==> src/rtl/if_stage_pkg.sv <==
// Shared definitions for the instruction-fetch stage.
//   NOP_INST      : canonical bubble instruction (addi x0, x0, 0)
//   PC_INC        : sequential fetch stride in bytes
//   fetch_state_e : fetch controller states
//   if_id_t       : one IF/ID pipeline-register record
package if_stage_pkg;

  localparam logic [31:0] NOP_INST = 32'h0000_0013;
  localparam logic [31:0] PC_INC   = 32'd4;

  // IDLE: no request; BUSY: request live, result wanted;
  // DROP: request live, result discarded; HOLD: result parked in skid buffer.
  typedef enum logic [1:0] {
    ST_IDLE,
    ST_BUSY,
    ST_DROP,
    ST_HOLD
  } fetch_state_e;

  typedef struct packed {
    logic [31:0] pc;
    logic [31:0] inst;
    logic        valid;
  } if_id_t;

  localparam if_id_t IF_ID_BUBBLE = '{pc: 32'h0, inst: NOP_INST, valid: 1'b0};

  function automatic logic [31:0] align_word(input logic [31:0] addr);
    return {addr[31:2], 2'b00};
  endfunction

endpackage

==> src/rtl/if_id_reg.sv <==
// IF/ID pipeline register.
//   i_clk, i_rst : clock, synchronous active-high reset
//   i_stall      : hold current contents
//   i_flush      : load a bubble (wins over stall and load)
//   i_load       : an instruction is delivered this cycle (i_pc, i_inst)
//   o_pc, o_inst, o_valid : registered IF/ID contents
module if_id_reg
  import if_stage_pkg::*;
(
  input  logic        i_clk,
  input  logic        i_rst,
  input  logic        i_stall,
  input  logic        i_flush,
  input  logic        i_load,
  input  logic [31:0] i_pc,
  input  logic [31:0] i_inst,
  output logic [31:0] o_pc,
  output logic [31:0] o_inst,
  output logic        o_valid
);

  if_id_t q;

  // NOTE: sequential state uses non-blocking assignment so every register
  // samples pre-edge values regardless of process ordering.
  always_ff @(posedge i_clk) begin
    if (i_rst || i_flush) begin
      q <= IF_ID_BUBBLE;
    end else if (!i_stall) begin
      // Not stalled: take the delivered instruction, or a bubble if none.
      q <= i_load ? '{pc: i_pc, inst: i_inst, valid: 1'b1} : IF_ID_BUBBLE;
    end
  end

  assign o_pc    = q.pc;
  assign o_inst  = q.inst;
  assign o_valid = q.valid;

endmodule

==> src/rtl/if_stage.sv <==
// Instruction-fetch stage: PC, single-outstanding imem request controller,
// one-entry skid buffer and IF/ID register.
//   i_clk, i_rst        : clock, synchronous active-high reset
//   i_stall_pc          : freeze fetch / do not advance; blocks redirects
//   i_stall_if_id       : hold IF/ID contents
//   i_flush_if_id       : replace IF/ID contents with a bubble
//   i_flush_mux_pc      : redirect fetch to i_pc_target
//   o_imem_req/addr     : registered instruction-memory request
//   i_imem_ack/rdata    : request completion and fetched instruction
//   o_ID_pc/inst/valid  : IF/ID register outputs
module if_stage
  import if_stage_pkg::*;
#(
  parameter logic [31:0] RESET_PC = 32'h0000_0000
) (
  input  logic        i_clk,
  input  logic        i_rst,
  input  logic        i_stall_pc,
  input  logic        i_stall_if_id,
  input  logic        i_flush_if_id,
  input  logic        i_flush_mux_pc,
  input  logic [31:0] i_pc_target,
  output logic        o_imem_req,
  output logic [31:0] o_imem_addr,
  input  logic        i_imem_ack,
  input  logic [31:0] i_imem_rdata,
  output logic [31:0] o_ID_pc,
  output logic [31:0] o_ID_inst,
  output logic        o_ID_valid
);

  fetch_state_e state_q, state_d;
  logic         req_q, req_d;
  logic [31:0]  pc_q, pc_d;           // address of the live/next request
  logic [31:0]  target_q, target_d;   // redirect target held while in DROP
  logic [31:0]  skid_pc_q, skid_pc_d;
  logic [31:0]  skid_inst_q, skid_inst_d;

  logic         load;
  logic [31:0]  load_pc;
  logic [31:0]  load_inst;

  logic         redirect;
  logic [31:0]  target;
  logic         ack;
  logic         stall;

  assign redirect = i_flush_mux_pc && !i_stall_pc;
  assign target   = align_word(i_pc_target);
  // Acks only count while a request is actually live.
  assign ack      = i_imem_ack && req_q;
  assign stall    = i_stall_pc || i_stall_if_id;

  // NOTE: every variable written here gets a default first, so no path
  // leaves one unassigned and no latch is inferred.
  always_comb begin
    state_d     = state_q;
    req_d       = req_q;
    pc_d        = pc_q;
    target_d    = target_q;
    skid_pc_d   = skid_pc_q;
    skid_inst_d = skid_inst_q;
    load        = 1'b0;
    load_pc     = pc_q;
    load_inst   = i_imem_rdata;

    case (state_q)
      ST_IDLE: begin
        req_d   = 1'b1;
        state_d = ST_BUSY;
      end

      ST_BUSY: begin
        if (redirect) begin
          if (ack) begin
            pc_d = target;              // returning data is stale; refetch now
          end else begin
            target_d = target;          // address must stay stable until ack
            state_d  = ST_DROP;
          end
        end else if (ack) begin
          if (stall) begin
            skid_pc_d   = pc_q;
            skid_inst_d = i_imem_rdata;
            req_d       = 1'b0;
            state_d     = ST_HOLD;
          end else begin
            load = 1'b1;
            pc_d = pc_q + PC_INC;
          end
        end
      end

      ST_DROP: begin
        if (ack) begin
          pc_d    = redirect ? target : target_q;
          state_d = ST_BUSY;
        end else if (redirect) begin
          target_d = target;
        end
      end

      ST_HOLD: begin
        if (redirect) begin
          pc_d    = target;
          req_d   = 1'b1;
          state_d = ST_BUSY;
        end else if (!stall) begin
          load      = 1'b1;
          load_pc   = skid_pc_q;
          load_inst = skid_inst_q;
          pc_d      = skid_pc_q + PC_INC;
          req_d     = 1'b1;
          state_d   = ST_BUSY;
        end
      end
    endcase
  end

  always_ff @(posedge i_clk) begin
    if (i_rst) begin
      state_q     <= ST_IDLE;
      req_q       <= 1'b0;
      pc_q        <= RESET_PC;
      target_q    <= 32'h0;
      skid_pc_q   <= 32'h0;
      skid_inst_q <= 32'h0;
    end else begin
      state_q     <= state_d;
      req_q       <= req_d;
      pc_q        <= pc_d;
      target_q    <= target_d;
      skid_pc_q   <= skid_pc_d;
      skid_inst_q <= skid_inst_d;
    end
  end

  assign o_imem_req  = req_q;
  assign o_imem_addr = pc_q;

  if_id_reg u_if_id_reg (
    .i_clk   (i_clk),
    .i_rst   (i_rst),
    .i_stall (i_stall_if_id),
    .i_flush (i_flush_if_id),
    .i_load  (load),
    .i_pc    (load_pc),
    .i_inst  (load_inst),
    .o_pc    (o_ID_pc),
    .o_inst  (o_ID_inst),
    .o_valid (o_ID_valid)
  );

endmodule

==> config.mk <==
export PLATFORM = sky130hd
export DESIGN_NAME = if_stage
export DESIGN_NICKNAME = d
export VERILOG_FILES = /design/src/rtl/if_stage_pkg.sv /design/src/rtl/if_id_reg.sv /design/src/rtl/if_stage.sv
export SDC_FILE = /design/constraint.sdc
export NUM_CORES = 1
export LEC_CHECK = 0
export CAP_MARGIN = 20
export CORE_MARGIN = 3
export CORE_UTILIZATION = 69
export CTS_CLUSTER_SIZE = 14
export DETAILED_ROUTE_END_ITERATION = 10
export DONT_BUFFER_PORTS = 1
export PLACE_DENSITY = 0.89
export SLEW_MARGIN = 20
export SYNTH_ARGS = -nofsm -noshare
export SYNTH_HDL_FRONTEND = slang
export SYNTH_SLANG_ARGS = --single-unit
==> constraint.sdc <==
create_clock -name i_clk -period 5.8 [get_ports i_clk]
set_input_delay 1.16 -clock i_clk [delete_from_list [all_inputs] [get_ports i_clk]]
set_output_delay 1.16 -clock i_clk [all_outputs]
set_load 0.05 [all_outputs]
== Word-level counts from Yosys, hierarchy flattened ==
Cells that the tools add are included.

* Word-level logic and storage cells: 80
* Flip-flop bits (word level): 196
* Input port bits: 71

* Muxes and demuxes: 39
* Bitwise logic cells: 1
* Reductions and logical operators: 14
* $add $sub $neg: 2
* Equality and inequality tests: 15

{| class="wikitable"
|+ Operator list
! cell !! count
|-
| 32-bit two-way mux || 17
|-
| 32-bit one-hot mux with 3 select lines || 1
|-
| 65-bit two-way mux || 1
|-
| 32-bit by 3-bit adder with 32-bit output, second input constant || 2
|-
| 32-bit one-hot mux with 2 select lines || 1
|-
| 3-bit inequality test, second input constant || 5
|-
| 5-bit AND reduction || 3
|-
| 2-bit two-way mux || 7
|-
| 2-bit inequality test, second input constant || 7
|-
| 1-bit two-way mux || 9
|-
| 2-bit one-hot mux with 4 select lines || 1
|-
| 3-bit nonzero test || 2
|-
| 2-bit equality test, second input constant || 2
|-
| 4-bit AND reduction || 1
|-
| 1-bit one-hot mux with 3 select lines || 1
|-
| 3-bit AND reduction || 1
|-
| 2-bit by 1-bit equality test with 1-bit output, second input constant || 1
|-
| 1-bit logical AND || 2
|-
| 2-bit zero test || 1
|-
| 1-bit logical OR || 2
|-
| 1-bit one-hot mux with 2 select lines || 1
|-
| 2-bit nonzero test || 1
|-
| 1-bit zero test || 1
|-
| 1-bit NOT || 1
|}

== Depth between registers and ports, before layout ==
Gate-level depths: netlist of run 1.

* Word-level depth: 6
* Mapped depth: 9

== Hierarchy ==
A second synthesis of run 1 with hierarchy kept.

* Cell total of the unflattened synthesis: 1280
* Area total of the unflattened synthesis: 10209.8 µm²

{| class="wikitable"
|+ Modules (own cells, without submodules)
! module !! cells each !! instances !! area each (µm²)
|-
| if_stage || 991 || 1 || 7497.2
|-
| if_id_reg || 289 || 1 || 2712.6
|}

== Worst setup path before layout of run 1 ==
Ideal clock, no wire load.

* Path kind: input to register
* From: input port i_imem_ack
* To: register pc_q[31], in the netlist o_imem_addr[31]
* Setup time: 0.130 ns
* Cell stages on the path: 7
* Path buffers: 1
* Slack: 3.047 ns
* Arrival: 2.623 ns
* Path through: nand2_1 -> a2111oi_0 -> a311o_1 -> clkbuf_1 -> o21ai_0 -> a32oi_1 -> o31ai_1

* Word-level cells in the longest chain between the ends: 3
* Elaborated cells between the ends (all ways): 4

{| class="wikitable"
|+ RTL lines
! what !! line !! source
|-
| from (decl) || if_stage.sv:25 || <nowiki>input logic i_imem_ack,</nowiki>
|-
| 1-bit logical AND (*) || if_stage.sv:51 || <nowiki>assign ack = i_imem_ack && req_q;</nowiki>
|-
| 2-bit inequality test (no source line) || -- ||
|-
| 5-bit AND reduction (no source line) (*) || -- ||
|-
| to (signal assigned) || if_stage.sv:131 || <nowiki>pc_q <= pc_d;</nowiki>
|-
| to (decl) || if_stage.sv:34 || <nowiki>logic [31:0] pc_q, pc_d;</nowiki>
|}

Every way passes the cells marked *; elsewhere a longest branch is shown, timed or not.
A chain may end at the register's enable or synchronous reset.

== Worst setup path in the final report of run 1 ==
* From: register state_q[0]
* To: register pc_q[18], in the netlist o_imem_addr[18]

* Word-level cells in the longest chain between the ends: 3
* Elaborated cells between the ends (all ways): 10

{| class="wikitable"
|+ RTL lines
! what !! line !! source
|-
| from (decl) || if_stage.sv:32 || <nowiki>fetch_state_e state_q, state_d;</nowiki>
|-
| from (signal assigned) || if_stage.sv:129 || <nowiki>state_q <= state_d;</nowiki>
|-
| 2-bit by 1-bit equality test with 1-bit output or 2-bit equality test (tied branches) || if_stage.sv:67 || <nowiki>case (state_q)</nowiki>
|-
| 3-bit inequality test (no source line), or another cell as far along || -- ||
|-
| 5-bit AND reduction (no source line) || -- ||
|}

Several ways; a longest one is shown, not always the timed one.

==> results of run 1 <==
metrics by stage:
stage / hold slack [ps] / cells
detailed placement: 436 / 1278
CTS: 446 / 1309
global placement: 431 / 1278
finish: 449 / 1309
floorplan: 432 / 1186
global route: 466 / 1309
worst min path at each step:
stage | startpoint | endpoint | slack, ps | cells after the start
2_1_floorplan | target_q[14] | target_q[14] | 430 | 2
3_3_place_gp | target_q[25] | target_q[25] | 430 | 2
3_5_place_dp | target_q[30] | target_q[30] | 440 | 2
4_1_cts | target_q[30] | target_q[30] | 450 | 2
5_1_grt | skid_inst_q[27] | skid_inst_q[27] | 470 | 2
6_report | skid_inst_q[19] | skid_inst_q[19] | 450 | 2
report_power, final:
part / total [mW] / leakage, nW / internal [mW] / switching, mW
logic: 0.307 / 1.30 / 0.105 / 0.202
registers: 1.48 / 1.58 / 1.38 / 0.0947
clock network: 1.15 / 0.259 / 0.636 / 0.514
total: 2.94 / 3.14 / 2.12 / 0.811
flip-flops by register name, indices dropped and copies added (netlist names):
register             cells
o_imem_addr             32
skid_inst_q             32
skid_pc_q               32
target_q                32
u_if_id_reg.o_inst      32
u_if_id_reg.o_pc        32
state_q                  2
o_imem_req               1
u_if_id_reg.o_valid      1
cells by family (layout without fill, tap and decap cells):
family / after synthesis / after routing / share of synthesized area [%]
multiplexers: 67 / 67 / 7.14
adder cells (fa/ha/maj): 5 / 5 / 0.662
AO/OA/AOI/OAI: 305 / 305 / 20.9
buffers and inverters: 112 / 59 / 4.58
XOR/XNOR: 33 / 33 / 3.06
AND/OR/NAND/NOR: 468 / 468 / 22.1
flip-flops: 196 / 196 / 41.5
final cells by class:
type | instances | area (sq um) | area share, %
clock inverter | 11 | 129 | 1.29
clock buffer | 20 | 437 | 4.37
inverter | 16 | 60.1 | 0.601
timing repair buffer | 12 | 90.1 | 0.902
multi-input combinational | 878 | 5130 | 51.3
tap | 176 | 220 | 2.20
sequential | 196 | 3920 | 39.3
worst max-delay path: cells and delay by family, from the launching register on:
kind | cells | cell delay [ps]
AO/OA/AOI/OAI | 5 | 1860
buffers and inverters | 3 | 800
flip-flops | 1 | 360
AND/OR/NAND/NOR | 1 | 190
adder cells (fa/ha/maj) | 1 | 140
layer usage:
metal	global-route usage, %	vias to the layer above
li1	-	4067
met4	10.5	0
met1	44.3	3954
met5	0	-
met2	47.9	480
met3	9.88	62
cells in the final DEF, fill, tap and decap left out, types with 7 or more instances in the layout:
master	n
sky130_fd_sc_hd__xnor2_1	21
sky130_fd_sc_hd__and3_1	23
sky130_fd_sc_hd__nand3_1	34
sky130_fd_sc_hd__or3_1	7
sky130_fd_sc_hd__mux2i_1	64
sky130_fd_sc_hd__o21ai_0	27
sky130_fd_sc_hd__nor2_1	91
sky130_fd_sc_hd__and2_1	7
sky130_fd_sc_hd__nor3_1	19
sky130_fd_sc_hd__a22oi_1	7
sky130_fd_sc_hd__buf_4	12
sky130_fd_sc_hd__inv_1	16
sky130_fd_sc_hd__clkbuf_16	17
sky130_fd_sc_hd__nand4_1	13
sky130_fd_sc_hd__nand2_1	244
sky130_fd_sc_hd__dfxtp_1	196
sky130_fd_sc_hd__a31oi_1	9
sky130_fd_sc_hd__a21oi_1	143
sky130_fd_sc_hd__xor2_1	12
sky130_fd_sc_hd__a2bb2oi_1	59
==> results.txt, run 1 <==
- The final critical path takes up 59.9% of the cycle.
* DR pass1 iterations: 6
- sky130_fd_sc_hd__dfxtp_1 takes more of the synthesized area than any other cell.
* Tightest slew margin relative to the limit: 27.6%
- Count of final max-slew check failures: 0
* CP Data Required Time: 6110 ps
- Count leader, synth: sky130_fd_sc_hd__nand2_1
- No sink is reached through more buffers than the 2 on the longest clock path.
- IR analysis of the VDD net gives a maximum drop of 212 uV.
- Post-route DRC violation count: 0
* Area after DPL: 0.00942 sq mm
* # IOs: 169
- For the worst setup path, the data arrival time is 3780 ps.
- In this run the horizontal extent of the chip is 123 um.
- Of all nets on the critical path, the largest fanout is 40.
* Placed wire-length estimate after detailed placement: 16.3 mm
- The number of antenna violations at the first check in global routing is 0.
- Worst slack at placement: 1980 ps
- In this run the worst hold path is classified as flop to flop.
* Time the final worst path needs with I/O delays and setup: 3480 ps
* Syn-to-layout area delta: 5.75%
- Setup repair after global routing missed its margin: false
- Measured along the y axis, the die boundary spans 123 um.
* CP endpoint kind: flop
- The clock net in this run drives a total of 196 sinks.
- Placer congestion estimate: 0.924
- Routed via count: 8563
- The number of cells on the worst reg-to-reg path is 10.
* Slowest cell delay on critical path: 780 ps
* Nature of the critical path startpoint: flop
- Clock buffers created by TritonCTS: 17
- Cts-stage hold buffer count: 0
- Tracing the worst setup path back leads to its startpoint at state_q[0].
* Wire length of the first global-routing pass: 39.2 mm
- Yosys mapped the design onto 62 distinct sky130hd cell types.
- The slowest stage of the critical path is the sky130_fd_sc_hd__a311o_1 cell.
- Overall overflow remaining after global route: 0
- Counting flops and latches in the post-synthesis netlist gives 196.
- Once layout is done, the placed cells without fillers occupy 0.00999 sq mm.
* Setup TNS after final layout: 0 ps
* Status: finished, final reports clean
- Fraction of final layout cells with drive strength greater than 1: 5.21%
* CP most frequent cell: sky130_fd_sc_hd__buf_4
- DR iter-0 viols: 896
- Post-CTS setup buffer count: 0
- Global routing consumed, over all layers together, 32.0% of the routing resources.
* Post-cts sizing count: 0
- Number of rows created at floorplan: 42
- By count the netlist is led by sky130_fd_sc_hd__nand2_1 (245), sky130_fd_sc_hd__dfxtp_1 (196), sky130_fd_sc_hd__a21oi_1 (143), sky130_fd_sc_hd__nor2_1 (91), sky130_fd_sc_hd__clkbuf_1 (79).
- In this run the critical register-to-register path is captured at o_imem_addr[18].
- Summed over its instances, the top area cell type makes up 41.5% of the synthesized netlist area.
* Number of synthesis warnings: 0
* Mean instance size in the synthesized netlist: 7.96 sq um
- Total power density per cell area: 294 mW/mm^2
* Detail Route met3 WL: 3.07 mm
- Die outline area: 0.0151 sq mm
* Number of enable flip-flop cells after synthesis: 0
* Post-synth top flop: sky130_fd_sc_hd__dfxtp_1
* M1 WL: 10.4 mm
* Largest net degree at the start of global routing: 123
* Post-Route Utilization: 75.1%
* Via count of the first global-routing pass: 7582
- Input and output buffers added on the ports amount to 0.
- Sequential fraction of the synthesis area: 41.5%
- TritonCTS clock tree: done
* Maximum operating frequency: 0.288 GHz
- Post-synthesis net count: 1262
* Number of fillers in the final layout: 1028
- Core box area: 0.0133 sq mm
- The later pin in the worst-skew pair is clocked with a latency of 430 ps.
- Across all register-to-register paths, the minimum setup slack is 2320 ps.
- For this design the static power due to leakage is 3.14 nW.
* Count of endpoints failing hold in the final timing report: 0
* Final nets: 1197
- Summed over all layers, the routed wires come to 25.2 mm.
- Max-capacitance violation count: 0
- Synthesized cell area: 0.00945 sq mm
- Worst Setup Path Type: flop to flop
- Of all flip-flops after synthesis, the portion carrying an async set or reset was 0%.
- The repair_antennas step left the layout with diodes totalling 0.
* Final routed wire length divided by cell count: 19.3 um
* Minimum setup slack in the final design: 2320 ps
- Total power for the finished layout comes to 2.94 mW.
* Launching point of the worst reg2reg path: state_q[0]
* Top sig layer: met4
* Worst slew pin tran: 1090 ps
* Clock transition at the register clock pins on the worst setup and hold paths after CTS: 70 ps
- Gate count after technology mapping: 1186
- The clock arrives with 9.76 ps of skew.
- Sum of met2 wire segment lengths after detailed routing: 11.2 mm
* Ordered list of cells on the worst path: inv_1 > ha_1 > buf_4 > nor2_1 > a2111oi_0 > a311o_1 > buf_4 > o21ai_0 > a32oi_1 > a21oi_1
* Endpoints failing setup: 0
- The tree is rooted in a sky130_fd_sc_hd__clkbuf_16.
- For this configuration, the core starts out at a cell density of 71.0%.
- H-tree depth: 4
- Via/cell ratio: 6.54
- By area the synthesized netlist is led by sky130_fd_sc_hd__dfxtp_1 (42%), sky130_fd_sc_hd__nand2_1 (9.7%), sky130_fd_sc_hd__a21oi_1 (7.6%).
- In this run the remaining antenna-violating nets after routing total 0.
- Crit path capture: o_imem_addr[18]
No activity file was read; power rests on OpenSTA's default activity.
==> inputs of run 2 (changes only) <==
--- a/config.mk
+++ b/config.mk
@@ -5,13 +5,14 @@
 export SDC_FILE = /design/constraint.sdc
 export NUM_CORES = 1
 export LEC_CHECK = 0
+export ABC_AREA = 1
 export CAP_MARGIN = 20
 export CORE_MARGIN = 3
-export CORE_UTILIZATION = 69
+export CORE_UTILIZATION = 58
 export CTS_CLUSTER_SIZE = 14
 export DETAILED_ROUTE_END_ITERATION = 10
 export DONT_BUFFER_PORTS = 1
-export PLACE_DENSITY = 0.89
+export PLACE_DENSITY = 0.8
 export SLEW_MARGIN = 20
 export SYNTH_ARGS = -nofsm -noshare
 export SYNTH_HDL_FRONTEND = slang
==> constraint.sdc (replaced) <==
create_clock -name i_clk -period 3.1 [get_ports i_clk]
set_input_delay 0.62 -clock i_clk [delete_from_list [all_inputs] [get_ports i_clk]]
set_output_delay 0.62 -clock i_clk [all_outputs]
set_load 0.05 [all_outputs]
==> run 2 against run 1 <==
Synthesized cell count grew 34%. Register-to-register slack worse by 1800 ps. Global-route usage decreased by 1.1 points. Cell area rose by 17%. Sequential power up 130%. Highest routed layer unchanged.
==> results.txt, run 2 <==
* Placer congestion estimate: 0.975 (+5.5%)
- TritonCTS clock tree: done
- The width of the chip came to 144 um (+17%).
- Tightest slew margin relative to the limit: 49.3% (+22 points)
- The net count reported at finish came to 1628 (+36%).
- Highest ir drop seen on vdd: 469 uV (+120%)
- The number of hold violations in the final report came to 0 (unchanged).
- Cell types occupying the most area after synthesis: sky130_fd_sc_hd__dfxtp_1 (36%), sky130_fd_sc_hd__nand2_1 (12%), sky130_fd_sc_hd__a21oi_1 (12%)
* Post-cts sizing count: 0 (unchanged)
- Number of fillers in the final layout: 1708 (+66%)
- The number of vias after detailed routing is 10900 (+28%).
- Post-synth ARST share: 0% (unchanged)
- The overall power after layout was 8.50 mW (+190%).
- Minimum setup slack in the final design: 485 ps (-1840 ps)
- Number of rows created at floorplan: 49 (+17%)
* Number of diodes added for antenna fixing: 0 (unchanged)
- Post-route DRC violation count: 0 (unchanged)
- Cts-stage hold buffer count: 0 (unchanged)
* Most used cells in the layout excluding fill and tap cells: sky130_fd_sc_hd__nand2_1 (338), sky130_fd_sc_hd__a21oi_1 (253), sky130_fd_sc_hd__dfxtp_1 (196)
- The worst slack at placement is 512 ps (-1460 ps).
- STA classifies the critical path startpoint as a flop.
* Critical-path maximum fanout: 56 (+40%)
* Via/cell ratio: 6.09 (-6.9%)
- CP Data Arrival Time: 2990 ps (-790 ps)
* Overall overflow remaining after global route: 0 (unchanged)
- Count of state elements after synthesis: 196 (unchanged)
* Clock buffers created by TritonCTS: 17 (unchanged)
- The highest clock frequency the design can meet came to 0.382 GHz (+33%).
* Core box area: 0.0183 sq mm (+37%)
- Among all flip-flop cells after synthesis, the most frequent one is sky130_fd_sc_hd__dfxtp_1.
- Slowest cell delay on critical path: 520 ps (-260 ps)
- The largest net degree at the start of global routing came to 66 (-46%).
- The leakage power summed over all cells came to 4.27 nW (+36%).
* Post-CTS setup buffer count: 0 (unchanged)
- Count of final max-slew check failures: 0 (unchanged)
- Share of Yosys cell area claimed by the top area cell type: 35.8% (-5.8 points)
- Clk buf depth: 2 (unchanged)
- The tree is rooted in a sky130_fd_sc_hd__clkbuf_16.
* Instance count after placement with tap cells included: 1762 (+38%)
* CP Data Required Time: 3470 ps (-2640 ps)
- Total global-route track usage: 30.9% (-1.1 points)
* List of most frequent post-synthesis cells: sky130_fd_sc_hd__nand2_1 (338), sky130_fd_sc_hd__a21oi_1 (253), sky130_fd_sc_hd__dfxtp_1 (196), sky130_fd_sc_hd__o21ai_0 (125), sky130_fd_sc_hd__nor2_1 (116)
* Syn-to-layout area delta: 6.28%
- The library cell used most frequently in the layout, excluding fill and tap cells, is sky130_fd_sc_hd__nand2_1.
- STA classifies the critical path endpoint as a flop.
* DR pass1 iterations: 7 (+1)
* Setup TNS after final layout: 0 ps (unchanged)
* Clock transition at the register clock pins on the worst setup and hold paths after CTS: 80 ps (about the same)
- Summed over all instances, the cell type with the most area after synthesis is sky130_fd_sc_hd__dfxtp_1.
- H-tree depth: 4 (unchanged)
- Worst slew pin tran: 761 ps (-324 ps)
- Number of enable flip-flop cells after synthesis: 0 (unchanged)
* Mean instance size in the synthesized netlist: 6.89 sq um (-14%)
- The number of top-level design ports was 169 (unchanged).
* Worst reg2reg setup slack: 480 ps (-1840 ps)
- The count of unique library cells instantiated by Yosys was 50 (-19%).
- Critical-path top delay cell: sky130_fd_sc_hd__buf_4
* Gate count after technology mapping: 1593 (+34%)
* Sequential fraction of the synthesis area: 35.8% (-5.8 points)
- The number of antenna violations at the first check in global routing is 0 (unchanged).
- The number of global-route vias before repair was 9772 (+29%).
- The first-pass GRT wire length was 51.1 mm (+30%).
* Residual antenna-violating net count after detailed routing: 0 (unchanged)
* Setup repair after global routing missed its margin: false
- The total of warnings raised by yosys was 0 (unchanged).
* Status: finished, final reports clean
- Post-synthesis net count: 1669 (+32%)
* Total power density per cell area: 729 mW/mm^2 (+150%)
- Ordered list of cells on the worst path: ha_1 > inv_2 > nor2_8 > buf_4 > nand3_1 > nand2_1 > inv_1 > a21oi_1
- Worst-skew pair later-pin latency: 440 ps (about the same)
- Worst hold path class: primary input to flop
* Port bufs: 0 (unchanged)
- Hold Slack: 253 ps (-196 ps)
- The floorplan die height is 144 um (+17%).
- The max capacitance violation total was 0 (unchanged).
* Fraction of final layout cells with drive strength greater than 1: 8.24% (+3.0 points)
- Worst Setup Path Type: flop to flop
- Worst Clk Skew: 12.1 ps (+2.31 ps)
* DR iter-0 viols: 1102 (+23%)
* Count leader, synth: sky130_fd_sc_hd__nand2_1
* Number of clock sinks: 196 (unchanged)
- Total wirelength of the detailed-routed design: 32.8 mm (+30%)
- Starting density of the core: 60.1% (-11 points)
- Crit share post-route: 84.4% (+24 points)
* Time the final worst path needs with I/O delays and setup: 2620 ps (-860 ps)
- Synthesized cell area: 0.0110 sq mm (+16%)
- The post-DP HPWL was 22.9 mm (+41%).
- Final routed wire length divided by cell count: 18.3 um (-5.1%)
- The post-layout instance count excluding filler cells is 1794 (+37%).
* Endpoints failing setup: 0 (unchanged)
- The full die area came to 0.0206 sq mm (+36%).
[run 2: metrics by stage]
step,util [%],cell area (sq um)
final,63.8,11700
after global routing,63.8,11700
after CTS,63.8,11700
after detailed placement,60.7,11100
after global placement,60.7,11100
after floorplan,-,11000
[run 2: routing by layer]
layer | wire length (um) | share of wire (%) | global-route usage [%] | up-vias
li1 | - | - | - | 5352
met1 | 14000 | 43 | 42.9 | 5061
met2 | 14500 | 44 | 47.9 | 470
met3 | 3570 | 11 | 7.75 | 45
met4 | 741 | 2.3 | 8.87 | 0
met5 | 0 | 0 | 0 | -
[run 2: path summary, 6_finish.rpt]
path         depth (start not counted)         endpoint            from
min reg2reg                          2   skid_inst_q[1]  skid_inst_q[1]
max                                  8  o_imem_addr[27]      state_q[0]
max reg2reg                          8  o_imem_addr[27]      state_q[0]
min                                  1  skid_inst_q[15]           i_rst
[run 2: cells by family after synthesis]
logic type | Yosys count | synth area share (%)
fa+ha+maj | 5 | 0.570
compound gates | 524 | 26.8
xor+xnor | 7 | 0.559
buf+inv | 222 | 9.09
simple gates | 603 | 24.0
mux | 36 | 3.28
flops | 196 | 35.8
[run 2: power by group]
group	internal [mW]	leakage [nW]	switching, mW
combinational	0.855	2.39	2.01
clock	1.08	0.288	1.12
sequential	2.93	1.59	0.500
[run 2: worst max-delay path, delay by kind of cell, from the launching register on]
kind / cells / cell delay [ps]
buffers and inverters: 3 / 870
AOI/OAI and AO/OA: 1 / 100
adders and majority gates: 1 / 460
and+or+nand+nor: 3 / 650
DFF: 1 / 430
[run 2: final cells by class]
type	count	area, sq um	area share, %
inverters	121	458	3.93
repair buffers	41	358	3.07
flip-flops and latches	196	3920	33.6
clock inverters	15	151	1.30
well taps	229	287	2.46
clock buffers	17	425	3.65
multi-input cells	1175	6060	52.0
